--- src/rtl/counter_sequencer.sv ---
// Sequencer that clears/enables an external up-counter for (reps+1) intervals of period+2 cycles.
// Optional COUNTER_SEQ_OVF_CHECK_EN: treat counter overflow before the terminal value as a fault.
module counter_sequencer #(
   parameter int WIDTH  = 4,
   parameter int REPS_W = 4
) (
   input  logic              clk,
   input  logic              reset,
   input  logic              start_req,
   input  logic [WIDTH-1:0]  period,
   input  logic [REPS_W-1:0] reps,
   input  logic              abort,
   input  logic [WIDTH-1:0]  cnt_value,
   input  logic              cnt_ovf,
   output logic              cnt_rst,
   output logic              cnt_en,
   output logic              start_ack,
   output logic              busy,
   output logic              tick,
   output logic              done,
   output logic              err
);

   typedef enum logic [1:0] {IDLE, CLEAR, RUN, DONE} state_t;

   state_t            state, state_nxt;
   logic [WIDTH-1:0]  period_q;
   logic [REPS_W-1:0] reps_q, rep_cnt;

   logic match, last, ovf_fault;
   logic accept, reject, tick_set, rep_inc, fault_set;

   assign match = (cnt_value == period_q);
   assign last  = (rep_cnt == reps_q);
   assign busy  = (state != IDLE);

`ifdef COUNTER_SEQ_OVF_CHECK_EN
   assign ovf_fault = cnt_ovf && !match;
`else
   logic ovf_unused;
   assign ovf_unused = cnt_ovf;
   assign ovf_fault  = 1'b0;
`endif

   always_comb begin
      state_nxt = state;
      cnt_rst   = 1'b1;
      cnt_en    = 1'b0;
      done      = 1'b0;
      accept    = 1'b0;
      reject    = 1'b0;
      tick_set  = 1'b0;
      rep_inc   = 1'b0;
      fault_set = 1'b0;
      case (state)
         IDLE: begin
            if (start_req) begin
               if (period != '0) begin
                  accept    = 1'b1;
                  state_nxt = CLEAR;
               end else begin
                  reject = 1'b1;
               end
            end
         end
         CLEAR: state_nxt = abort ? IDLE : RUN;
         RUN: begin
            cnt_rst = 1'b0;
            // abort also freezes the counter in the cycle it is seen
            cnt_en  = !match && !abort;
            if (abort) begin
               state_nxt = IDLE;
            end else if (ovf_fault) begin
               fault_set = 1'b1;
               state_nxt = IDLE;
            end else if (match) begin
               tick_set = 1'b1;
               if (last) begin
                  state_nxt = DONE;
               end else begin
                  rep_inc   = 1'b1;
                  state_nxt = CLEAR;
               end
            end
         end
         DONE: begin
            done      = 1'b1;
            state_nxt = IDLE;
         end
         default: state_nxt = IDLE;
      endcase
   end

   always_ff @(posedge clk or posedge reset) begin
      if (reset) begin
         state     <= IDLE;
         period_q  <= '0;
         reps_q    <= '0;
         rep_cnt   <= '0;
         start_ack <= 1'b0;
         tick      <= 1'b0;
         err       <= 1'b0;
      end else begin
         state     <= state_nxt;
         start_ack <= accept || reject;
         tick      <= tick_set;
         err       <= reject || fault_set;
         if (accept) begin
            period_q <= period;
            reps_q   <= reps;
            rep_cnt  <= '0;
         end else if (rep_inc) begin
            rep_cnt  <= rep_cnt + 1'b1;
         end
      end
   end

endmodule

--- config.mk ---
export PLATFORM = sky130hd
export DESIGN_NAME = counter_sequencer
export DESIGN_NICKNAME = d
export VERILOG_FILES = /design/src/rtl/counter_sequencer.sv
export SDC_FILE = /design/constraint.sdc
export NUM_CORES = 1
export LEC_CHECK = 0
export CORE_MARGIN = 3
export CORE_UTILIZATION = 28
export DETAILED_ROUTE_END_ITERATION = 7
export SLEW_MARGIN = 10
export SYNTH_ARGS = -nofsm -noshare
export SYNTH_HDL_FRONTEND = slang
export SYNTH_SLANG_ARGS = --single-unit
--- constraint.sdc ---
create_clock -name clk -period 2.4 [get_ports clk]
set_input_delay 0.24 -clock clk [delete_from_list [all_inputs] [get_ports clk]]
set_output_delay 0.24 -clock clk [all_outputs]
set_load 0.1 [all_outputs]
# Word-level counts from Yosys, hierarchy flattened
# Cells that the tools add are included.
dict set report totals {
  wordCells 50
  in_bits 17
  out_inout_bits 7
  reg_bits 17
}
dict set report op_classes {
  n_reduce_logical 9
  n_addsub 1
  n_mux 25
  eq_ne 8
}
# cell n
set ops {}
lappend ops {{two-way mux 1 bit} 16}
lappend ops {{two-way mux 2 bit} 6}
lappend ops {{equality test 4 bit} 2}
lappend ops {{two-way mux 4 bit} 2}
lappend ops {{case mux 2 bit (4 select lines)} 1}
lappend ops {{adder 4 x 1 -> 4 bit (second input constant)} 1}
lappend ops {{equality test 2 bit (second input constant)} 2}
lappend ops {{inequality test 2 bit (second input constant)} 2}
lappend ops {{nonzero test 2 bit} 2}
lappend ops {{nonzero test 4 bit} 1}
lappend ops {{inequality test 3 bit (second input constant)} 1}
lappend ops {{AND reduction 3 bit} 1}
lappend ops {{equality test 2 x 1 -> 1 bit (second input constant)} 1}
lappend ops {{logical NOT 1 bit} 2}
lappend ops {{logical NOT 2 bit} 1}
lappend ops {{logical AND 1 bit} 1}
lappend ops {{logical OR 1 bit} 1}

# Longest topological paths before layout
dict set report logic_depth {
  word_depth 7
  mapped_depth 5
  mapped_depth_nobuf 4
}

# Least setup slack after synthesis
# Ideal clock, no wire load.
dict set report synth_timing {
  kind {reg2out}
  from {register state[0]}
  to {output port cnt_en}
  stages_incl_launch_ff 4
  path_buffers 0
  arrival_time_ps 2841
  path_slack_ps -681
  required_time_ps 2160
  cell_sequence {dfrtp_1 > nand2b_1 > or2_1 > nor2_1}
}
dict set report synth_between {
  elab_chain_len 2
}
# item line
set synth_rtl {}
lappend synth_rtl {{from (decl)} 26} ;# state_t state, state_nxt;
lappend synth_rtl {{from (signal assigned)} 104} ;# state <= state_nxt;
lappend synth_rtl {{equality test 2 bit} 55} ;# case (state)
lappend synth_rtl {{two-way mux 1 bit} 55}
lappend synth_rtl {{to (decl)} 16} ;# output logic cnt_en,
# Every way passes these cells.

# Worst setup path after layout
# Same ends and word-level chain as after synthesis.

==> results.md <==
* Pin slew with the least headroom to its limit at 0.635 ns
* Synthesis-to-finish area growth at 32.1%
* Leak at 0.000510 uW
* N_diodes at 0
* P_int at 535 uW
* DR vias/cell at 4.41
* Die W at 62.1 um
* Worst skew pair latency at 0.30 ns
* Maxcap violations at 0
* Post-route setup TNS at 0 ns
* Startpoint types: flop
* Final Max Slew Viols at 0
* Outcome: finished clean
* Row Count at 19
* Crit. End Element: primary output
* Chip height at 62.1 um
* Data required, critical path at 2.16 ns
* CTS clock-pin slew for the worst setup and hold paths at 0.11 ns
* Final ANT Viol Nets at 0
* Final Util at 40.5%
* Power density cells at 720 nW/um2
* Largest net degree at the start of global routing at 18
* Syn avg cell area at 12.4 um2
* Vias in the first global route at 617
* Sequential share of power at 44.3%
* Final Hold Fails at 0
* Largest area contributor in the netlist: dfrtp_1
* #FFs+latches synth at 17
* Worst Skew at 0.00755 ns
* Routed wire length at 1580 um
* Cts hold-fix bufs at 0
* Slew headroom at 57.6%
* CP arrival at 1.55 ns
* Psw at 303 uW
* First-pass GRT wire length at 2680 um
* I/O pin cnt at 24
* Gate Count Post-Synth at 71
* Tcrit/Tclk final at 74.7%
* Initial core utilization at 30.6%
* Clock network power share at 18.9%
* CTS tree: yes
* Setup Buffers After CTS at 0
* Vias at 609
* CP max FO at 5
* Sequential-to-total area share from yosys stat at 48.3%
* DP HPWL at 1210 um
* Top_reg_cell synth: dfrtp_1
* Core area at 2880 um2
* Placer congestion estimate at 0.737
* Synth top area cells: dfrtp_1, mux2_4, xnor2_1, mux2i_1, mux2_2
* Netlist Area Pre-Place at 881 um2
* Drt pass-1 iters at 3
* Pwr Total at 837 uW
* Placement Setup Slack at 0.443 ns
* Die area at 3860 um2
* Syn. warnings at 0
* Endpoints failing setup at 0
* Port buffer count at 22
* Worst VDD drop at 204 uV
* Sink Count at 17
* Asr flop ratio synth at 100%
* Clk root buf: clkbuf_4
* Yosys top cell area share at 48.3%
* Layout cells sized above 1 at 28.1%
* # DRC at 0
* Initial antenna violation count at 0
* Total global routing overflow at 0
* Final WS setup at 0.607 ns
* Unique masters post-synth at 25
* H-tree level count at 1
* Num CTS Buffers at 3
* Max Root-Sink Buffers at 2
* Maximum clock frequency at 0.558 GHz
* Post-cts sizing count at 0
* Tot GR Track Use at 9.65%
* Nets at 115
* Fin crit period at 1.79 ns
* Post-synth EDFFs at 0
* Crit path kind: flop to primary output
* Drt wl/cell at 11.5 um
* Synth Net Count at 89
* Comb pwr share at 36.8%
* Net Sw Frac at 36.1%
* Unrepaired setup endpoints after global routing: false
* DRT iter0 DRCs at 23
* Filler cells at 294
* Hold Crit Class: input pin to asynchronous set/reset pin
==> synth_stat cells (2+ instances only) <==
cell / number
and4_1: 3
nand2_1: 2
mux2i_1: 4
dfrtp_1: 17
nor2_1: 4
nand2b_1: 4
nand2_2: 2
mux2_2: 3
nand4_1: 2
inv_1: 3
xnor2_1: 8
mux2_4: 5
nand3_1: 2
==> metal layers <==
layer  up-vias  part of all wire (%)  track usage, %
li1        297                     -               -
met1       293                    42            11.7
met2        15                    50            15.4
met3         4                   4.6            1.24
met4         0                   2.5            7.27
met5         -                     0               0
==> power by group through the flow <==
stage / clock network (uW) / logic, uW / registers (uW)
after floorplan: 0 / 230 / 391
after global placement: 0 / 307 / 376
after detailed placement: 0 / 310 / 377
after CTS: 161 / 311 / 372
after global routing: 173 / 332 / 379
final: 159 / 308 / 371
==> flip-flops by register name, summed over array words and instances, names as in the netlist <==
| name | cells |
|---|---|
| period_q | 4 |
| tick | 1 |
| start_ack | 1 |
| err | 1 |
| rep_cnt | 4 |
| reps_q | 4 |
| state | 2 |
==> final cells by class <==
| type | instances | area, um2 | area share [%] |
|---|---|---|---|
| flip-flops and latches | 17 | 425 | 36.6 |
| multi-input cells | 50 | 432 | 37.1 |
| well taps | 42 | 52.6 | 4.52 |
| inverters | 3 | 11.3 | 0.968 |
| repair buffers | 22 | 215 | 18.5 |
| clock buffers | 3 | 22.5 | 1.94 |
| clock inverters | 1 | 5.00 | 0.430 |
==> worst paths after layout <==
path                           from  depth (start not counted)  slack [ns]          to
max                        state[0]                          4        0.61      cnt_en
min in group clk              abort                          2        0.52    state[1]
min reg2reg                state[1]                          1        0.54   start_ack
max in group asynchronous     reset                          2        1.67   reps_q[0]
min                           reset                          2        0.31         err
max reg2reg                state[0]                          4        0.86  rep_cnt[3]
==> critical path, cell delays in order, from the launching register on <==
cell and delay [ns]:
dfrtp_1 0.43, nand2b_1 0.21, or2_1 0.30, nor2_4 0.13
buf_12 0.18
==> placed cells by master (no fill, tap or decap), types with 2 or more instances in the layout <==
cell             netlist  layout
dfrtp_1               17      17
clkdlybuf4s50_1        0      15
xnor2_1                8       8
buf_4                  0       6
mux2_4                 5       5
nand2b_1               4       4
mux2i_1                4       4
and4_1                 3       3
nor2_1                 4       3
inv_1                  3       3
mux2_2                 3       3
clkbuf_4               0       3
nand2_1                2       2
nand4_1                2       2
nand2_2                2       2
nand3_1                2       2
==> metrics by stage <==
step | hold WS (ns) | std cells | area [um2]
finish | 0.314 | 138 | 1160
global route | 0.388 | 138 | 1160
CTS | 0.349 | 138 | 1160
detailed placement | 0.516 | 134 | 1140
global placement | 0.515 | 134 | 1140
floorplan | 0.166 | 71 | 888
==> cells by family after synthesis <==
group | synth area share (%)
simple gates | 19.9
flops | 48.3
mux | 16.9
xor+xnor | 7.95
buf+inv | 3.55
compound gates | 1.99
fa+ha+maj | 1.42
Note: power is estimated with default switching activity, not from simulation.
